## src/rtl/alarm_tone_sequencer.sv

```systemverilog
// Alarm tone sequencer: per-zone square-wave beep/gap patterns on one piezo pin with
// higher-zone pre-emption. Optional macro ALARM_LATCH_EN adds a HOLD/repeat state and ack.
module alarm_tone_sequencer #(
  parameter logic [11:0] DIV_Z1   = 12'd50,
  parameter logic [11:0] DIV_Z2   = 12'd35,
  parameter logic [11:0] DIV_Z3   = 12'd25,
  parameter logic [15:0] BEEP_LEN = 16'd2000,
  parameter logic [15:0] GAP_LEN  = 16'd1000,
  parameter logic [3:0]  REPEATS  = 4'd3
) (
  input  logic       clk,
  input  logic       rst_n,
  input  logic       ena,
  input  logic [2:0] zone_req,
  input  logic       ack,
  output logic       tone_out,
  output logic       tone_active,
  output logic [1:0] zone_latched,
  output logic [7:0] alarm_count
);

  // state | meaning
  // IDLE  | silent, waiting for a request edge
  // BEEP  | tone toggling at the latched zone's pitch
  // GAP   | silence between beeps
  // HOLD  | pattern finished, silent pause before repeating (latching build only)
  typedef enum logic [1:0] {IDLE, BEEP, GAP, HOLD} state_t;

  state_t      state, state_n;
  logic [2:0]  req_prev;
  logic [3:0]  beep_idx, beep_n;
  logic [15:0] dur_cnt, dur_n;
  logic [11:0] div_cnt, div_n, div_lim;
  logic        tone_n;
  logic [1:0]  zone_n, cand;
  logic [7:0]  count_n;
  logic [2:0]  rise;
  logic        accept;

  assign rise = zone_req & ~req_prev;

  always_comb begin
    cand = 2'd0;
    if (rise[2])      cand = 2'd3;
    else if (rise[1]) cand = 2'd2;
    else if (rise[0]) cand = 2'd1;
  end

  assign accept = (cand != 2'd0) && ((state == IDLE) || (cand > zone_latched));

  always_comb begin
    case (zone_latched)
      2'd2:    div_lim = DIV_Z2 - 12'd1;
      2'd3:    div_lim = DIV_Z3 - 12'd1;
      default: div_lim = DIV_Z1 - 12'd1;
    endcase
  end

  always_comb begin
    state_n = state;
    zone_n  = zone_latched;
    count_n = alarm_count;
    beep_n  = beep_idx;
    dur_n   = dur_cnt;
    div_n   = div_cnt;
    tone_n  = tone_out;

    case (state)
      BEEP: begin
        if (dur_cnt == BEEP_LEN - 16'd1) begin
          state_n = GAP;
          tone_n  = 1'b0;
          dur_n   = 16'd0;
          beep_n  = beep_idx + 4'd1;
        end else begin
          dur_n = dur_cnt + 16'd1;
          if (div_cnt == div_lim) begin
            tone_n = ~tone_out;
            div_n  = 12'd0;
          end else begin
            div_n = div_cnt + 12'd1;
          end
        end
      end
      GAP: begin
        tone_n = 1'b0;
        if (dur_cnt == GAP_LEN - 16'd1) begin
          dur_n = 16'd0;
          if (beep_idx < REPEATS) begin
            state_n = BEEP;
            tone_n  = 1'b1;
            div_n   = 12'd0;
          end else begin
`ifdef ALARM_LATCH_EN
            state_n = HOLD;
`else
            state_n = IDLE;
            zone_n  = 2'd0;
`endif
          end
        end else begin
          dur_n = dur_cnt + 16'd1;
        end
      end
`ifdef ALARM_LATCH_EN
      HOLD: begin
        tone_n = 1'b0;
        if (dur_cnt == GAP_LEN - 16'd1) begin
          state_n = BEEP;
          dur_n   = 16'd0;
          beep_n  = 4'd0;
          div_n   = 12'd0;
          tone_n  = 1'b1;
        end else begin
          dur_n = dur_cnt + 16'd1;
        end
      end
`endif
      default: begin
        state_n = IDLE;
        tone_n  = 1'b0;
      end
    endcase

    if (accept) begin
      state_n = BEEP;
      zone_n  = cand;
      count_n = (alarm_count == 8'hFF) ? alarm_count : alarm_count + 8'd1;
      beep_n  = 4'd0;
      dur_n   = 16'd0;
      div_n   = 12'd0;
      tone_n  = 1'b1;
    end

`ifdef ALARM_LATCH_EN
    // Acknowledge overrides a same-cycle accept; the overridden event is not counted.
    if (ack && (state != IDLE)) begin
      state_n = IDLE;
      zone_n  = 2'd0;
      count_n = alarm_count;
      beep_n  = 4'd0;
      dur_n   = 16'd0;
      div_n   = 12'd0;
      tone_n  = 1'b0;
    end
`endif
  end

`ifndef ALARM_LATCH_EN
  logic unused_ack;
  assign unused_ack = ack;
`endif

  always_ff @(posedge clk or negedge rst_n) begin
    if (!rst_n) begin
      state        <= IDLE;
      req_prev     <= 3'd0;
      zone_latched <= 2'd0;
      alarm_count  <= 8'd0;
      beep_idx     <= 4'd0;
      dur_cnt      <= 16'd0;
      div_cnt      <= 12'd0;
      tone_out     <= 1'b0;
      tone_active  <= 1'b0;
    end else if (ena) begin
      state        <= state_n;
      req_prev     <= zone_req;
      zone_latched <= zone_n;
      alarm_count  <= count_n;
      beep_idx     <= beep_n;
      dur_cnt      <= dur_n;
      div_cnt      <= div_n;
      tone_out     <= tone_n;
      tone_active  <= (state_n != IDLE);
    end
  end

endmodule

```

## config.mk

```make
export PLATFORM = sky130hd
export DESIGN_NAME = alarm_tone_sequencer
export DESIGN_NICKNAME = d
export VERILOG_FILES = /design/src/rtl/alarm_tone_sequencer.sv
export SDC_FILE = /design/constraint.sdc
export NUM_CORES = 1
export LEC_CHECK = 0
export CORE_MARGIN = 3
export CORE_UTILIZATION = 35
export DETAILED_ROUTE_END_ITERATION = 8
export PLACE_DENSITY_LB_ADDON = 0.15
export SLEW_MARGIN = 25
export SYNTH_ARGS = -nofsm -noshare
export SYNTH_HDL_FRONTEND = slang
export SYNTH_SLANG_ARGS = --single-unit
```

## constraint.sdc

```tcl
create_clock -name clk -period 4.9 [get_ports clk]
set_input_delay 1.47 -clock clk [delete_from_list [all_inputs] [get_ports clk]]
set_output_delay 1.47 -clock clk [all_outputs]
set_load 0.02 [all_outputs]
```

==> impl_metrics.env, run 1 <==
export IMPL_min_path_cells=1
export IMPL_timing_rr_end="div_cnt[11]"
export IMPL_worstHoldEndpoint="alarm_count[6]"
export IMPL_synth_distinct_cells=68
export IMPL_syn_inst=305
export IMPL_ys_seq_area_share_pct=42.0
export IMPL_cts_hold_buffers=0
export IMPL_r2r_start="req_prev[1]"
export IMPL_io_pins=19
export IMPL_instances_no_fill=430
export IMPL_ys_top_cells_by_area="dfrtp_1 42%, nor2_1 4.4%, ha_1 3.9%"
export IMPL_finalMaxSlewViolations=0
export IMPL_critPathKind="input pin to register"
export IMPL_clkLatencyLatePin_ps=300
export IMPL_multi_input_area_um2=1610
export IMPL_power_leakage_nw=1.34
export IMPL_outcome="finished, final reports clean"
export IMPL_p_per_area_nw_per_um2=408
export IMPL_tightestPinTransition_ps=1020
export IMPL_antenna_found_initial=0
export IMPL_initial_core_util_pct=36.8
export IMPL_rr_worst_depth=10
export IMPL_drc=0
export IMPL_cts_max_path_buffers=2
export IMPL_ys_top_cells_by_count="49 x dfrtp_1, 34 x nor2_1, 25 x nand2_1"
export IMPL_root_buffer="clkbuf_8"
export IMPL_yosysMostFrequentCell="dfrtp_1"
export IMPL_placed_cells=422
export IMPL_port_buffers=17
export IMPL_synthArstFlopShare_pct=100
export IMPL_grt_pass1_vias=2408
export IMPL_setup_viol=0
export IMPL_holdCritPathClass="register to register"
export IMPL_finClkSkew_ps=8.63
export IMPL_drt_wl_total_mm=6.53
export IMPL_fp_dieH_um=97.3
export IMPL_viasPerCell=5.48
export IMPL_synth_top_cell_area_share_pct=42.0
export IMPL_worstSetupStartpointType="input pin"
export IMPL_synth_top_area_cell="dfrtp_1"
export IMPL_ctsResizeCount=0
export IMPL_track_usage_pct=14.6
export IMPL_clkTransAtPathRegs_ps=90
export IMPL_nFillCells=780
export IMPL_fin_crit_sh_pct=82.0
export IMPL_cap_violations=0
export IMPL_synth_edff_count=0
export IMPL_end_kind="register"
export IMPL_slew_headroom_pct=32.0
export IMPL_synth_seq_cells=49
export IMPL_cts_made_buffers=5
export IMPL_std_cell_rows=32
export IMPL_grt_pass1_wl_mm=11.7
export IMPL_dp_hpwl_mm=4.74
export IMPL_hold_viol=0
export IMPL_synth_warnings=0
export IMPL_avgSynthCellArea_um2=9.57
export IMPL_rsz0062_at_grt="false"
export IMPL_die_area_um2=9480
export IMPL_gp_congestion=0.767
export IMPL_synth_nets=321
export IMPL_cts_sinks=49
export IMPL_cts_setup_buffers=0
export IMPL_crit_arrival_ps=4220
export IMPL_core_area_um2=7930
export IMPL_max_clock_freq_mhz=249
export IMPL_drtIter0Drc=92
export IMPL_cp_required_ps=5100
export IMPL_syn_to_final_growth_pct=13.4
export IMPL_postRouteAntennaNets=0
export IMPL_crit_fanout=9
export IMPL_via_count=2355
export IMPL_grt_remaining_overflow=0
export IMPL_fin_crit_ps=4020
export IMPL_cts_tree="built"
export IMPL_peakVddDrop_mv=0.274
export IMPL_final_nets=343
export IMPL_fin_setup_tns_ps=0
export IMPL_register_area_um2=1230
export IMPL_first_pass_iters=5
export IMPL_grt_max_degree=27
export IMPL_rrSetupSlack_ps=2150
export IMPL_ys_flop_type="dfrtp_1"
export IMPL_n_antenna_cell=0
export IMPL_die_w_um=97.3
export IMPL_wl_per_cell_um=15.2
export IMPL_drive_gt1_share_pct=8.84
export IMPL_syn_area_um2=2920
export IMPL_hold_start="alarm_count[6]"
export IMPL_htreeDepth=2
-- per-stage QoR --
stage               cell area (µm²)  hold WS, ps  power, mW  utilization, %  setup WS (ps)
floorplan                      2920          449      0.881               -           1330
global placement               3200          475       1.06            40.4            491
detailed placement             3200          483       1.07            40.4            531
CTS                            3310          498       1.37            41.8            854
global route                   3310          530       1.45            41.8            548
finish                         3310          503       1.35            41.8            880
-- state kept, by name, indices dropped and copies added, names as in the netlist --
signal	cells
beep_idx	4
tone_active	1
req_prev	3
tone_out	1
zone_latched	2
div_cnt	12
dur_cnt	16
state	2
alarm_count	8
-- placed cells by master (no fill, tap or decap), types with 4 or more instances in the layout --
cell type,instances
inv_1,10
clkdlybuf4s50_1,16
nand4_1,8
ha_1,9
dfrtp_1,49
a22o_1,4
xnor2_1,11
xor2_1,9
nor3_1,6
o21ai_1,18
nand2_1,25
a21oi_1,6
nor2b_1,5
o31ai_1,5
buf_4,4
mux2_2,4
nor2_1,34
clkbuf_8,5
and4_1,4
nor4_1,4
nand3_1,17
and3_1,6
-- worst max-delay path by stage --
stage	startpoint	endpoint	cells after the start
floorplan	zone_req[1]	dur_cnt[9]	9
global placement	zone_req[1]	div_cnt[11]	11
detailed placement	zone_req[1]	div_cnt[11]	11
CTS	zone_req[1]	div_cnt[11]	11
global route	zone_req[1]	dur_cnt[8]	11
finish	zone_req[1]	div_cnt[11]	11
-- critical path: stages --
cell	delay, ps
clkdlybuf4s50_1	470
nor2b_1	300
inv_1	70
a21oi_1	200
ha_1	270
and3b_1	170
a21oi_1	320
nand3_1	260
buf_4	250
a22o_1	210
a22o_1	230
-- per-layer routing --
layer	routed length, µm	up-vias	track usage, %
met5	0	-	0
met4	55	0	3.51
met3	174	6	2.94
met2	3050	22	23.5
met1	3250	1150	20.2
li1	-	1177	-
-- where the power goes --
part / internal [mW] / leakage (nW) / switching (mW)
registers: 0.465 / 0.655 / 0.0716
logic: 0.219 / 0.633 / 0.302
clock network: 0.153 / 0.0554 / 0.140
-- final cells by class --
cell class | instances | area share (%)
sequential | 49 | 37.0
clock buffer | 6 | 2.19
tap | 102 | 3.85
clock inverter | 2 | 1.17
inverter | 12 | 1.36
multi-input combinational | 238 | 48.5
timing repair buffer | 21 | 5.89
-- logic make-up (layout without fill, tap and decap cells) --
kind of cell | Yosys count | after routing | synth area share [%]
and+or+nand+nor | 139 | 139 | 26.1
AOI/OAI and AO/OA | 64 | 64 | 16.8
adders and majority gates | 9 | 9 | 3.86
buffers and inverters | 18 | 41 | 3.00
DFF | 49 | 49 | 42.0
muxes | 6 | 6 | 2.27
xor gates and xnor gates | 20 | 20 | 6.00
(Power assumes the default switching activity.)
==> run 2: changes to the inputs <==
- clock period: 4.9 -> 3.95 ns (I/O delays scaled with it)
==> run 2 against run 1 <==
Critical path depth unchanged. Register-to-register slack got worse by 740 ps. Via count shrank 0.42%. Hold slack lost 8.7 ps. Combinational power is 31% higher. Non-clock buffer count grew 8. Worst setup slack worse by 480 ps. Design area up 2.0%. Sequential power up 24%. Sequential share of layout area decreased by 0.71 points. Global-route usage grew 0.37 points.
==> impl_metrics.env, run 2 (synthesis results as in run 1) <==
export IMPL_outcome="finished, final reports clean"
export IMPL_gp_congestion=0.783
export IMPL_holdCritPathClass="register to register"
export IMPL_worstPathCellList="clkdlybuf4s50_1, nor2b_1, or2_2, ha_1, and3b_1, a21oi_1, buf_4, o21ai_1, nor4_1, xnor2_1, nor2_1"
export IMPL_hold_start="beep_idx[3]"
export IMPL_grt_pass1_vias=2465
export IMPL_grt_remaining_overflow=0
export IMPL_finalMaxSlewViolations=0
export IMPL_core_area_um2=7930
export IMPL_fin_crit_sh_pct=89.8
export IMPL_worst_hold_slack_ps=495
export IMPL_fin_util_pct=42.6
export IMPL_wl_per_cell_um=15.0
export IMPL_p_per_area_nw_per_um2=509
export IMPL_final_common_cell="dfrtp_1"
export IMPL_crit_fanout=7
export IMPL_crit_arrival_ps=3750
export IMPL_max_clock_freq_mhz=282
export IMPL_startpoint="zone_req[2]"
export IMPL_worstSetupStartpointType="input pin"
export IMPL_clkTransAtPathRegs_ps=90
export IMPL_grt_max_degree=27
export IMPL_power_leakage_nw=1.39
export IMPL_grt_pass1_wl_mm=11.9
export IMPL_fin_setup_tns_ps=0
export IMPL_root_buffer="clkbuf_8"
export IMPL_die_w_um=97.3
export IMPL_cts_max_path_buffers=2
export IMPL_largest_register="dur_cnt"
export IMPL_fin_crit_ps=3550
export IMPL_placed_cells=430
export IMPL_setup_viol=0
export IMPL_antenna_found_initial=0
export IMPL_ctsResizeCount=0
export IMPL_cp_required_ps=4150
export IMPL_cts_sinks=49
export IMPL_slew_headroom_pct=62.2
export IMPL_rsz0062_at_grt="false"
export IMPL_end_kind="register"
export IMPL_cap_violations=0
export IMPL_cp_slowest_cell="clkdlybuf4s50_1"
export IMPL_die_area_um2=9480
export IMPL_std_cell_rows=32
export IMPL_crit_path_max_incr_delay_ps=480
export IMPL_cts_tree="built"
export IMPL_htreeDepth=2
export IMPL_final_nets=351
export IMPL_largestRegisters="dur_cnt (16), div_cnt (12), alarm_count (8)"
export IMPL_postRouteAntennaNets=0
export IMPL_drc=0
export IMPL_io_pins=19
export IMPL_peakVddDrop_mv=0.312
export IMPL_largest_reg_flops=16
export IMPL_path_delay_family="simple AND/OR/NAND/NOR gates"
export IMPL_instances_no_fill=438
export IMPL_drive_gt1_share_pct=11.0
export IMPL_n_antenna_cell=0
export IMPL_mostFrequentLayoutCells="49 x dfrtp_1, 34 x nor2_1, 25 x nand2_1"
export IMPL_initial_core_util_pct=36.8
export IMPL_critPathKind="input pin to register"
export IMPL_syn_to_final_growth_pct=15.6
export IMPL_dp_hpwl_mm=4.88
export IMPL_nFillCells=792
export IMPL_drt_wl_total_mm=6.58
export IMPL_viasPerCell=5.35
export IMPL_clkLatencyLatePin_ps=310
export IMPL_track_usage_pct=15.0
export IMPL_first_pass_iters=4
export IMPL_cts_hold_buffers=0
export IMPL_cts_made_buffers=5
export IMPL_r2r_start="req_prev[2]"
export IMPL_hold_viol=0
export IMPL_via_count=2345
export IMPL_tightestPinTransition_ps=567
export IMPL_fp_dieH_um=97.3
export IMPL_cts_setup_buffers=0
export IMPL_crit_buf_inv=2
export IMPL_port_buffers=17
export IMPL_finClkSkew_ps=6.12
export IMPL_drtIter0Drc=90
==> run 2: path summary, 6_finish.rpt <==
| kind | end | slack (ps) | cells past startpoint |
|---|---|---|---|
| setup / recovery | dur_cnt[8] | 400 | 11 |
| hold / removal | beep_idx[3] | 490 | 1 |
| setup reg to reg | dur_cnt[8] | 1410 | 10 |
| hold reg to reg | beep_idx[3] | 490 | 1 |
| max in group asynchronous | req_prev[1] | 2330 | 2 |
| min in group asynchronous | beep_idx[3] | 860 | 1 |
==> run 2: metrics by stage <==
stage	power (mW)	instance area (µm²)	worst slack [ps]
final	1.72	3380	401
after global routing	1.85	3380	200
after CTS	1.75	3380	408
after global placement	1.35	3260	85.9
after detailed placement	1.36	3260	73.6
after floorplan	1.09	2920	667
==> run 2: final cells by class <==
type / count / area, µm² / area share, %
Multi-Input combinational cell: 238 / 1610 / 47.6
Sequential cell: 49 / 1230 / 36.3
Timing Repair Buffer: 29 / 255 / 7.56
Tap cell: 102 / 128 / 3.78
Clock buffer: 7 / 86.3 / 2.56
Inverter: 12 / 45.0 / 1.33
Clock inverter: 1 / 30.0 / 0.889
==> run 2: report_power, final <==
group / total, mW / leakage (nW) / internal [mW] / switching [mW]
Combinational: 0.681 / 0.673 / 0.301 / 0.379
Clock: 0.375 / 0.0585 / 0.207 / 0.168
Sequential: 0.664 / 0.655 / 0.577 / 0.0868
==> run 2: metal layers <==
metal / GRT usage [%] / up-vias / wire (µm)
met1: 20.7 / 1123 / 3300
li1: - / 1196 / -
met3: 3.16 / 6 / 154
met4: 2.88 / 0 / 55
met5: 0 / - / 0
met2: 24.4 / 20 / 3070
==> run 2: worst register-to-register path, cell delays in order, from the launching register on <==
cell	delay, ps
dfrtp_1	380
nor2b_1	310
or2_2	200
ha_1	230
and3b_1	190
a21oi_1	220
buf_4	170
o21ai_1	170
nor4_1	360
xnor2_1	160
nor2_1	50
==> run 3: changes to the inputs <==
- CORE_ASPECT_RATIO: not set -> 0.6
- CORE_MARGIN: 3 -> 4
==> run 3 against run 2 <==
Die area grew 4.7%. Via count grew 2.9%. First-iteration DRC count grew 110%. Combinational power grew 3.7%. Core utilization grew 0.32 points. Sequential power grew 2%. Largest cell class unchanged. Largest power group unchanged.
==> impl_metrics.env, run 3 (synthesis results as in run 1) <==
export IMPL_die_area_um2=9920
export IMPL_cts_sinks=49
export IMPL_hold_start="alarm_count[5]"
export IMPL_htreeDepth=2
export IMPL_holdCritPathClass="register to register"
export IMPL_final_common_cell="dfrtp_1"
export IMPL_cts_made_buffers=5
export IMPL_cap_violations=0
export IMPL_register_area_um2=1230
export IMPL_crit_arrival_ps=3830
export IMPL_first_pass_iters=4
export IMPL_cts_setup_buffers=0
export IMPL_fin_ws_ps=303
export IMPL_rrSetupSlack_ps=1300
export IMPL_antenna_found_initial=0
export IMPL_viasPerCell=5.39
export IMPL_grt_pass1_vias=2293
export IMPL_grt_max_degree=29
export IMPL_place_ws_ps=46.4
export IMPL_critPathKind="input pin to register"
export IMPL_cts_hold_buffers=0
export IMPL_fin_crit_ps=3650
export IMPL_worstHoldEndpoint="alarm_count[5]"
export IMPL_drtIter0Drc=193
export IMPL_peakVddDrop_mv=0.247
export IMPL_timing_rr_end="dur_cnt[8]"
export IMPL_core_area_um2=8010
export IMPL_cts_tree="built"
export IMPL_cp_required_ps=4130
export IMPL_final_nets=355
export IMPL_tightestPinTransition_ps=655
export IMPL_power_leakage_nw=1.42
export IMPL_p_per_area_nw_per_um2=526
export IMPL_n_antenna_cell=0
export IMPL_largest_register="dur_cnt"
export IMPL_fp_dieH_um=78.8
export IMPL_worstSetupStartpointType="input pin"
export IMPL_place_area_um2=3300
export IMPL_largestRegisters="dur_cnt (16), div_cnt (12), alarm_count (8)"
export IMPL_io_pins=19
export IMPL_multi_input_area_um2=1610
export IMPL_track_usage_pct=15.5
export IMPL_drive_gt1_share_pct=12.1
export IMPL_crit_fanout=6
export IMPL_largest_reg_flops=16
export IMPL_port_buffers=17
export IMPL_cp_slowest_cell="clkdlybuf4s50_1"
export IMPL_intPower_mw=1.13
export IMPL_rsz0062_at_grt="false"
export IMPL_cpMostUsedCell="a21oi_1"
export IMPL_max_clock_freq_mhz=274
export IMPL_crit_buf_inv=3
export IMPL_grt_remaining_overflow=0
export IMPL_min_path_cells=1
export IMPL_outcome="finished, final reports clean"
export IMPL_switching_share_pct=37.7
export IMPL_via_count=2413
export IMPL_fin_setup_tns_ps=0
export IMPL_finClkSkew_ps=6.94
export IMPL_initial_core_util_pct=36.5
export IMPL_dp_hpwl_mm=5.42
export IMPL_mostFrequentLayoutCells="49 x dfrtp_1, 34 x nor2_1, 25 x nand2_1"
export IMPL_grt_pass1_wl_mm=12.2
export IMPL_crit_path_max_incr_delay_ps=470
export IMPL_fin_crit_sh_pct=92.3
export IMPL_nFillCells=834
export IMPL_cts_max_path_buffers=2
export IMPL_finalMaxSlewViolations=0
export IMPL_drt_wl_total_mm=7.16
export IMPL_slew_headroom_pct=56.3
export IMPL_rr_worst_depth=11
export IMPL_clkLatencyLatePin_ps=300
export IMPL_report_power_total_mw=1.81
export IMPL_p_sw_mw=0.681
export IMPL_combPwrFrac_pct=39.0
export IMPL_die_w_um=126
export IMPL_seqPwrFrac_pct=37.3
export IMPL_std_cell_rows=25
export IMPL_postRouteAntennaNets=0
export IMPL_wl_per_cell_um=16.0
export IMPL_clkTransAtPathRegs_ps=60
export IMPL_power_clock_fraction_pct=23.6
export IMPL_setup_viol=0
export IMPL_hold_viol=0
export IMPL_gp_congestion=0.779
export IMPL_r2r_start="req_prev[1]"
export IMPL_path_delay_family="simple AND/OR/NAND/NOR gates"
export IMPL_drc=0
export IMPL_end_kind="register"
export IMPL_root_buffer="clkbuf_16"
export IMPL_worstPathCellList="clkdlybuf4s50_1, nor2b_1, inv_1, a21oi_1, ha_1, and3b_1, a21oi_1, buf_4, o21ai_1, nor4_1, xnor2_1, nor2_1"
export IMPL_syn_to_final_growth_pct=17.7
export IMPL_ctsResizeCount=0
export IMPL_fin_area_um2=3440
run 3: changes by cell type in the layout (fill, tap and decap cells not counted):
| cell | delta |
|---|---|
| buf_4 | +4 |
| clkbuf_16 | +5 |
| bufinv_16 | -1 |
| clkbuf_8 | -6 |
| clkinv_2 | +2 |
run 3: worst register-to-register path: cells and delay by family (launching register included):
family	cells	cell delay (ps)
AND/OR/NAND/NOR	4	920
AO/OA/AOI/OAI	3	550
flip-flops	1	380
adder cells (fa/ha/maj)	1	290
buffers and inverters	2	220
XOR/XNOR	1	170
run 3: area by class of cell:
cell class,count,share of cell area (%)
flip-flops and latches,49,35.7
well taps,108,3.93
clock buffers,6,3.75
repair buffers,33,8.30
clock inverters,2,0.291
inverters,12,1.31
multi-input cells,238,46.7
run 3: through the flow:
stage                     std cells  utilization (%)  hold WS [ps]
after floorplan                 305                -           449
after global placement          440             41.2           484
after detailed placement        440             41.2           486
after CTS                       448             42.9           495
after global routing            448             42.9           509
final                           448             42.9           493
run 3: layer usage:
metal,global-route usage (%),vias to the layer above,routed length (µm)
met4,4.50,0,95
met2,18.6,43,2510
met3,3.70,8,371
li1,-,1198,-
met5,0,-,0
met1,25.8,1164,4180
run 3: power groups by stage:
stage                     Clock [mW]  Combinational, mW  Sequential (mW)
after global placement             0              0.700            0.680
after floorplan                    0              0.379            0.714
final                          0.427              0.706            0.675
after detailed placement           0              0.705            0.684
after global routing           0.462              0.781            0.691
after CTS                      0.439              0.710            0.676
run 3: worst max-delay path by stage:
stage               slack, ps          to  depth (start not counted)         from
floorplan                 670  dur_cnt[9]                          9  zone_req[1]
global placement           90  div_cnt[5]                         12  zone_req[1]
detailed placement         50  dur_cnt[8]                         12  zone_req[1]
global route               80  dur_cnt[8]                         12  zone_req[1]
CTS                       350  dur_cnt[8]                         12  zone_req[1]
finish                    300  dur_cnt[8]                         12  zone_req[1]
